`src/rtl/axi_master_arb.sv`:
```
// axi_master_arb
// Two-port arbiter (port 0 = fetch, port 1 = data) in front of a single
// master command interface. One transaction is in flight at a time and
// walks IDLE -> ISSUE -> BUSY -> DONE. The winning request is latched in
// IDLE. The master sees a one-cycle M_access strobe in ISSUE. Completion
// status is gathered in BUSY, and the owner gets a one-cycle done pulse
// in DONE.
module axi_master_arb #(
    parameter int RR_EN      = 1,
    parameter int ADDR_WIDTH = 32,
    parameter int DATA_WIDTH = 32
) (
    input  logic                  ACLK,
    input  logic                  ARESETn,

    input  logic                  p0_req,
    input  logic                  p0_rd0_wr1,
    input  logic [ADDR_WIDTH-1:0] p0_addr,
    input  logic [DATA_WIDTH-1:0] p0_wdata,
    input  logic [3:0]            p0_wstrb,
    output logic                  p0_ack,
    output logic                  p0_done,
    output logic [DATA_WIDTH-1:0] p0_rdata,
    output logic [1:0]            p0_resp,

    input  logic                  p1_req,
    input  logic                  p1_rd0_wr1,
    input  logic [ADDR_WIDTH-1:0] p1_addr,
    input  logic [DATA_WIDTH-1:0] p1_wdata,
    input  logic [3:0]            p1_wstrb,
    output logic                  p1_ack,
    output logic                  p1_done,
    output logic [DATA_WIDTH-1:0] p1_rdata,
    output logic [1:0]            p1_resp,

    output logic                  M_access,
    output logic                  M_rd0_wr1,
    output logic [ADDR_WIDTH-1:0] M_addr,
    output logic [DATA_WIDTH-1:0] M_write_data,
    output logic [3:0]            M_write_strobe,

    input  logic                  ready_M,
    input  logic [DATA_WIDTH-1:0] read_data_M,
    input  logic                  read_data_valid_M,
    input  logic [1:0]            resp_M
);

    typedef enum logic [1:0] {
        ST_IDLE  = 2'd0,
        ST_ISSUE = 2'd1,
        ST_BUSY  = 2'd2,
        ST_DONE  = 2'd3
    } state_t;

    state_t                r_state;
    state_t                w_state_next;

    logic [1:0]            w_req;
    logic                  w_winner;
    logic                  w_grant;
    logic                  w_finish;

    logic                  w_sel_rw;
    logic [ADDR_WIDTH-1:0] w_sel_addr;
    logic [DATA_WIDTH-1:0] w_sel_wdata;
    logic [3:0]            w_sel_wstrb;

    logic                  r_rr_ptr;
    logic                  r_owner;
    logic                  r_cmd_rw;
    logic [ADDR_WIDTH-1:0] r_cmd_addr;
    logic [DATA_WIDTH-1:0] r_cmd_wdata;
    logic [3:0]            r_cmd_wstrb;

    logic [DATA_WIDTH-1:0] r_rdata;
    logic [1:0]            r_resp;
    logic [DATA_WIDTH-1:0] w_rdata_acc;
    logic [1:0]            w_resp_acc;

    logic [1:0]            w_ack;
    logic                  w_m_access;
    logic                  w_done_pulse;

    assign w_req    = {p1_req, p0_req};
    assign w_grant  = (r_state == ST_IDLE) && ready_M && (|w_req);
    assign w_finish = (r_state == ST_BUSY) && ready_M;

    // Winner selection: a lone requester always wins. On a tie, the port
    // named by the round-robin pointer wins, or port 1 in fixed-priority mode.
    always_comb begin
        w_winner = 1'b0;
        if (w_req == 2'b11) begin
            if (RR_EN != 0) begin
                w_winner = r_rr_ptr;
            end else begin
                w_winner = 1'b1;
            end
        end else begin
            w_winner = w_req[1];
        end
    end

    // Route the winning port's command fields to the command registers.
    always_comb begin
        w_sel_rw    = p0_rd0_wr1;
        w_sel_addr  = p0_addr;
        w_sel_wdata = p0_wdata;
        w_sel_wstrb = p0_wstrb;
        if (w_winner) begin
            w_sel_rw    = p1_rd0_wr1;
            w_sel_addr  = p1_addr;
            w_sel_wdata = p1_wdata;
            w_sel_wstrb = p1_wstrb;
        end
    end

    // FSM state register.
    always_ff @(posedge ACLK or negedge ARESETn) begin
        if (!ARESETn) begin
            r_state <= ST_IDLE;
        end else begin
            r_state <= w_state_next;
        end
    end

    // FSM next-state logic. BUSY waits on ready_M with no timeout.
    always_comb begin
        w_state_next = r_state;
        case (r_state)
            ST_IDLE:  if (w_grant) w_state_next = ST_ISSUE;
            ST_ISSUE: w_state_next = ST_BUSY;
            ST_BUSY:  if (ready_M) w_state_next = ST_DONE;
            ST_DONE:  w_state_next = ST_IDLE;
            default:  w_state_next = ST_IDLE;
        endcase
    end

    // FSM outputs. The ack is gated by reset, so a request held during
    // reset never produces a spurious pulse.
    always_comb begin
        w_ack        = 2'b00;
        w_m_access   = 1'b0;
        w_done_pulse = 1'b0;
        case (r_state)
            ST_IDLE: begin
                if (w_grant && ARESETn) begin
                    w_ack = w_winner ? 2'b10 : 2'b01;
                end
            end
            ST_ISSUE: w_m_access   = 1'b1;
            ST_DONE:  w_done_pulse = 1'b1;
            default:  ;
        endcase
    end

    // Latch the winning command and its owner on ack. The fields then stay
    // frozen until the next ack, so the requester may change its inputs.
    always_ff @(posedge ACLK or negedge ARESETn) begin
        if (!ARESETn) begin
            r_owner     <= 1'b0;
            r_cmd_rw    <= 1'b0;
            r_cmd_addr  <= '0;
            r_cmd_wdata <= '0;
            r_cmd_wstrb <= '0;
        end else if (w_grant) begin
            r_owner     <= w_winner;
            r_cmd_rw    <= w_sel_rw;
            r_cmd_addr  <= w_sel_addr;
            r_cmd_wdata <= w_sel_wdata;
            r_cmd_wstrb <= w_sel_wstrb;
        end
    end

    // Round-robin pointer. It moves only on ack, and points at the port that
    // was not just granted.
    always_ff @(posedge ACLK or negedge ARESETn) begin
        if (!ARESETn) begin
            r_rr_ptr <= 1'b0;
        end else if (w_grant) begin
            r_rr_ptr <= ~w_winner;
        end
    end

    // Working status for this cycle. resp_M is OR-ed into the response on
    // every BUSY cycle. Because the register is cleared when ISSUE is
    // entered, this both captures the response that comes with read data
    // and keeps any error bit sticky.
    assign w_rdata_acc = read_data_valid_M ? read_data_M : r_rdata;
    assign w_resp_acc  = r_resp | resp_M;

    // Collect read data and response while BUSY; clear them on entry to ISSUE.
    always_ff @(posedge ACLK or negedge ARESETn) begin
        if (!ARESETn) begin
            r_rdata <= '0;
            r_resp  <= '0;
        end else if (w_grant) begin
            r_rdata <= '0;
            r_resp  <= '0;
        end else if (r_state == ST_BUSY) begin
            r_rdata <= w_rdata_acc;
            r_resp  <= w_resp_acc;
        end
    end

    // Per-port result registers. They are loaded as BUSY exits, so they are
    // valid alongside the done pulse, and they hold until that port's next
    // completion. A write always reports zero read data.
    generate
        for (genvar gi = 0; gi < 2; gi++) begin : g_port
            logic [DATA_WIDTH-1:0] r_port_rdata;
            logic [1:0]            r_port_resp;

            // Update this port's result only when it owns the finishing transaction.
            always_ff @(posedge ACLK or negedge ARESETn) begin
                if (!ARESETn) begin
                    r_port_rdata <= '0;
                    r_port_resp  <= '0;
                end else if (w_finish && (r_owner == 1'(gi))) begin
                    r_port_rdata <= r_cmd_rw ? '0 : w_rdata_acc;
                    r_port_resp  <= w_resp_acc;
                end
            end
        end
    endgenerate

    assign p0_ack         = w_ack[0];
    assign p1_ack         = w_ack[1];
    assign p0_done        = w_done_pulse & ~r_owner;
    assign p1_done        = w_done_pulse &  r_owner;
    assign p0_rdata       = g_port[0].r_port_rdata;
    assign p0_resp        = g_port[0].r_port_resp;
    assign p1_rdata       = g_port[1].r_port_rdata;
    assign p1_resp        = g_port[1].r_port_resp;

    assign M_access       = w_m_access;
    assign M_rd0_wr1      = r_cmd_rw;
    assign M_addr         = r_cmd_addr;
    assign M_write_data   = r_cmd_wdata;
    assign M_write_strobe = r_cmd_wstrb;

endmodule

```
`config.mk`:
```
export PLATFORM = sky130hd
export DESIGN_NAME = axi_master_arb
export DESIGN_NICKNAME = d
export VERILOG_FILES = /design/src/rtl/axi_master_arb.sv
export SDC_FILE = /design/constraint.sdc
export NUM_CORES = 1
export LEC_CHECK = 0
export CAP_MARGIN = 20
export CORE_ASPECT_RATIO = 1.75
export CORE_MARGIN = 2
export CORE_UTILIZATION = 43
export DETAILED_ROUTE_END_ITERATION = 10
export HOLD_SLACK_MARGIN = 0.12
export PLACE_DENSITY_LB_ADDON = 0.15
export SLEW_MARGIN = 20
export SYNTH_ARGS = -nofsm -noshare
export SYNTH_HDL_FRONTEND = slang
export SYNTH_SLANG_ARGS = --single-unit
```
`constraint.sdc`:
```
create_clock -name ACLK -period 2.4 [get_ports ACLK]
set_input_delay 0.48 -clock ACLK [delete_from_list [all_inputs] [get_ports ACLK]]
set_output_delay 0.48 -clock ACLK [all_outputs]
set_load 0.005 [all_outputs]
```
* Word level (Yosys, flattened, before mapping)
Index checks and enable logic that the tools add are counted.
Word-level totals: word-level logic and storage cells 53, register bits after elaboration 175, output and inout port bits 142
Operators by class: bitwise gates (word level) 5, equality and inequality tests 6, multiplexer cells 19, reductions and logical operators 10
Operators with widths (number):
- 32-bit two-way mux | 6
- 2-bit two-way mux | 7
- 2-bit case mux with 4 select lines | 1
- 2-bit equality test, second input constant | 3
- 1-bit logical AND | 6
- 1-bit two-way mux | 4
- 4-bit two-way mux | 1
- 2-bit != test, second input constant | 2
- 1-bit bitwise AND | 2
- 2-bit by 1-bit equality test with 1-bit output, second input constant | 1
- 2-bit logical NOT | 1
- 1-bit inverter | 2
- 2-bit bitwise OR | 1
- 2-bit AND reduction | 1
- 2-bit nonzero test | 1
- 2-bit OR reduction | 1

* Longest topological paths before layout
word-level depth 6, mapped depth 8, gate-level depth less buffers 5

* Worst setup path after synthesis
No wires, ideal clock.
kind register -> output, start reg r_state[0], end out p1_ack, slack 0.473 ns, path buffers 2, stages on the path, launching flop included 8, data required time 1.920 ns, data arrival time 1.447 ns, cells stage by stage dfrtp_1 inv_1 ha_1 buf_2 nand3_1 a21oi_2 buf_2 and2_1
Between the ends: cells in the longest elaborated chain, start to end 6
Ends and longest elaborated chain:
- start, declared | line 55 | state_t r_state;
- start signal, assigned | line 122 | r_state <= w_state_next;
- 2-bit logical NOT (*) | line 85, 144
- 1-bit logical AND (2 in series) | line 85 | assign w_grant = (r_state == ST_IDLE) && ready_M && (|w_req);
- 1-bit logical AND | line 146 | if (w_grant && ARESETn) begin
- 2-bit two-way mux | line 146
- 2-bit two-way mux (*) | line 144 | case (r_state)
- end, declared | line 31 | output logic p1_ack,
Every way passes the cells marked *; elsewhere a longest branch is shown, timed or not.

* Worst setup path in the final report
start reg r_state[0], end out p1_done
Between the ends: cells in the longest elaborated chain, start to end 3
Ends and longest elaborated chain:
- 2-bit equality test | line 144
- 1-bit two-way mux | line 144
- 1-bit bitwise AND | line 229 | assign p1_done = w_done_pulse & r_owner;
- end, declared | line 32 | output logic p1_done,
Every way passes these cells.

==> results.ini <==
[detailed_routing]
initialDrtViolationCount = 196
via_per_inst = 5.22
wl_mm = 23.1
drtPass1Iterations = 4
vias = 6203
drc_errors = 0
wl_per_cell_um = 19.4
ant_nets = 0

[global_routing]
grt_usage = 0.247
grt_pass1_vias = 6797
grt_max_degree = 166
grt_overflow = 0
antenna_found_initial = 4
grt_pass1_wl_mm = 36.3

[synthesis]
yosysTopAreaCell = dfrtp_1
yosys_warnings = 0
ys_types = 27
synth_nets = 815
synthCells = 632
async_flop_share = 1.00
syn_area_per_cell_um2 = 12.1
yosysTopAreaCellShare = 0.571
yosysMostFrequentCell = dfrtp_1
ys.flop_type = dfrtp_1
ys_ff_latch = 175
ys_seq_area_frac = 0.571
synthTopCellsByArea = dfrtp_1 57%, mux2_2 9.5%, a221o_1 9.0%
synth_edf_count = 0
syn_area_um2 = 7670
netlist_top_cells_count = 175 x dfrtp_1, 71 x nand2_1, 69 x a221o_1, 65 x mux2_2, 53 x and2_0

[sta]
fin_skew_ns = 0.0144
fmax_ghz = 0.433
rsz0062_at_grt = false
fin_setup_tns_ns = 0
slew_headroom = 0.379
timing.final.crit_share = 0.962
setup_violations = 0
worst_slew_pin_slew_ns = 0.932
drv_slew = 0
period_needed_ns = 2.31
hold_viol = 0

[layout]
layout.nets = 1125
area_growth_pct = 52.2
drive_gt1_frac = 0.133
final_core_util = 0.669

[job]
max_cap_viol_count = 0

[worst_setup_path]
cp_max_fo = 3
r2r_cells = 6
arrival_ns = 1.83
critPathCapture = p1_done
crit_path_max_incr_delay_ns = 0.52
worstReg2RegStart = r_state[1]$_DFFE_PN0P_
critPathRequiredTime_ns = 1.92
path_cells = buf_4 -> ha_1 -> and2_1 -> clkdlybuf4s50_1
reg2reg_slack_ns = 0.50
endpoint_kind = primary output
critPathSlowestCell = clkdlybuf4s50_1
crit_type = reg2out
critPathLaunchType = register
critPathLaunch = r_state[0]$_DFFE_PN0P_
r2r-end = M_write_data[20]$_DFFE_PN0P_

[die]
die_h_um = 181
rows = 64
coreArea_um2 = 17500
dieArea_um2 = 19000
io_pins = 320
start_util = 0.439
die_w_um = 105

[cts]
clock_latency_ns = 0.42
clockBufferDepth = 2
cts_max_level = 4
tritoncts = built
numCtsBuffers = 17
cts-root-buf = clkbuf_16
clock_sinks = 175
clk_pin_slew_ns = 0.07

[worst_hold_path]
min_path_type = reg2reg

[pwr]
power.switching_uw = 4040
internal_power_uw = 9350
max-vdd-ir-drop_mv = 0.539
p_comb_frac = 0.424
swShare = 0.302
power.density_nw_per_um2 = 1150
p_leak_uw = 0.00513
p_seq_frac = 0.374
clkPwrFrac = 0.202

[placed_design]
hpwl_mm = 16.9
numPortBuffers = 319
gp_congestion = 0.778

[run_status]
status = completed

-- state kept, by name (all words and copies together), names as in the netlist --
| signal | cells |
|---|---|
| r_owner | 1 |
| p1_resp | 2 |
| M_addr | 32 |
| r_rdata | 32 |
| p1_rdata | 32 |
| M_write_strobe | 4 |
| M_rd0_wr1 | 1 |
| M_write_data | 32 |
| r_rr_ptr | 1 |
| r_state | 2 |
| p0_resp | 2 |
| p0_rdata | 32 |
| r_resp | 2 |
-- worst min-delay path by stage --
stage	startpoint	to	slack, ns	cells after the start
6_report	p1_resp[0]$_DFFE_PN0P_	p1_resp[0]$_DFFE_PN0P_	0.48	2
5_1_grt	p1_resp[0]$_DFFE_PN0P_	p1_resp[0]$_DFFE_PN0P_	0.51	2
4_1_cts	p1_resp[0]$_DFFE_PN0P_	p1_resp[0]$_DFFE_PN0P_	0.48	2
3_5_place_dp	ARESETn	M_write_strobe[0]$_DFFE_PN0P_	0.31	1
3_3_place_gp	ARESETn	M_write_strobe[0]$_DFFE_PN0P_	0.31	1
2_1_floorplan	ARESETn	M_addr[0]$_DFFE_PN0P_	0.18	0
-- through the flow --
stage               power (µW)  hold WS [ns]  area, µm²  worst slack (ns)  instances
finish                   13400         0.477      11700            0.0918       1189
CTS                      13600         0.484      11700            0.0526       1185
floorplan                 7460         0.184       7670             0.473        632
global placement         10400         0.306      11000           -0.0309       1149
global route             14200         0.507      11700            0.0152       1189
detailed placement       10700         0.308      11000          -0.00361       1149
-- area by class of cell --
cell class | count | area, µm²
antenna | 4 | 10.0
clock buffer | 18 | 439
clock inverter | 13 | 139
fill | 1423 | 5790
inverter | 3 | 11.3
multi-input combinational | 405 | 3010
sequential | 175 | 4380
tap | 231 | 289
timing repair buffer | 340 | 3400
-- power groups by stage --
stage / combinational, µW / clock, µW / sequential, µW
after detailed placement: 5690 / 0 / 5020
after CTS: 5780 / 2780 / 5020
after global routing: 6160 / 2910 / 5170
after floorplan: 2460 / 0 / 4990
final: 5680 / 2710 / 5010
after global placement: 5470 / 0 / 4970
-- cell usage in the layout (no fill, tap or decap), types with 16 or more instances in the layout --
cell	Yosys	final
mux2_2	65	65
nor2_1	39	38
buf_4	5	16
nand2_1	71	71
dfrtp_1	175	175
mux2i_1	32	32
a21oi_1	35	35
a221o_1	69	69
clkdlybuf4s50_1	0	315
clkbuf_16	0	17
and2_0	53	53
and2_1	19	19
-- per-layer routing --
layer / GRT usage / share of wire
met1: 0.258 / 0.35
met2: 0.448 / 0.54
met3: 0.0691 / 0.068
met4: 0.121 / 0.038
met5: 0 / 0
-- repair_timing --
action / in CTS / in global routing
hold buffers: 1 / 0
setup buffers: 4 / 0
gates resized for setup: 6 / 0
hold endpoints to repair: 10 / 0
setup endpoints to repair: 2 / 0
-- critical path: cells and delay by family, from the launching register on --
family / cells / cell delay, ns
DFF: 1 / 0.39
and+or+nand+nor: 1 / 0.15
buffers and inverters: 2 / 0.67
adders and majority gates: 1 / 0.19
-- kinds of logic after synthesis --
kind of cell | Yosys count | share of synthesized area
AOI/OAI and AO/OA | 115 | 0.126
adders and majority gates | 5 | 0.00816
buffers and inverters | 52 | 0.0395
DFF | 175 | 0.571
muxes | 97 | 0.137
and+or+nand+nor | 188 | 0.118
No activity file was read; power rests on OpenSTA's default activity.
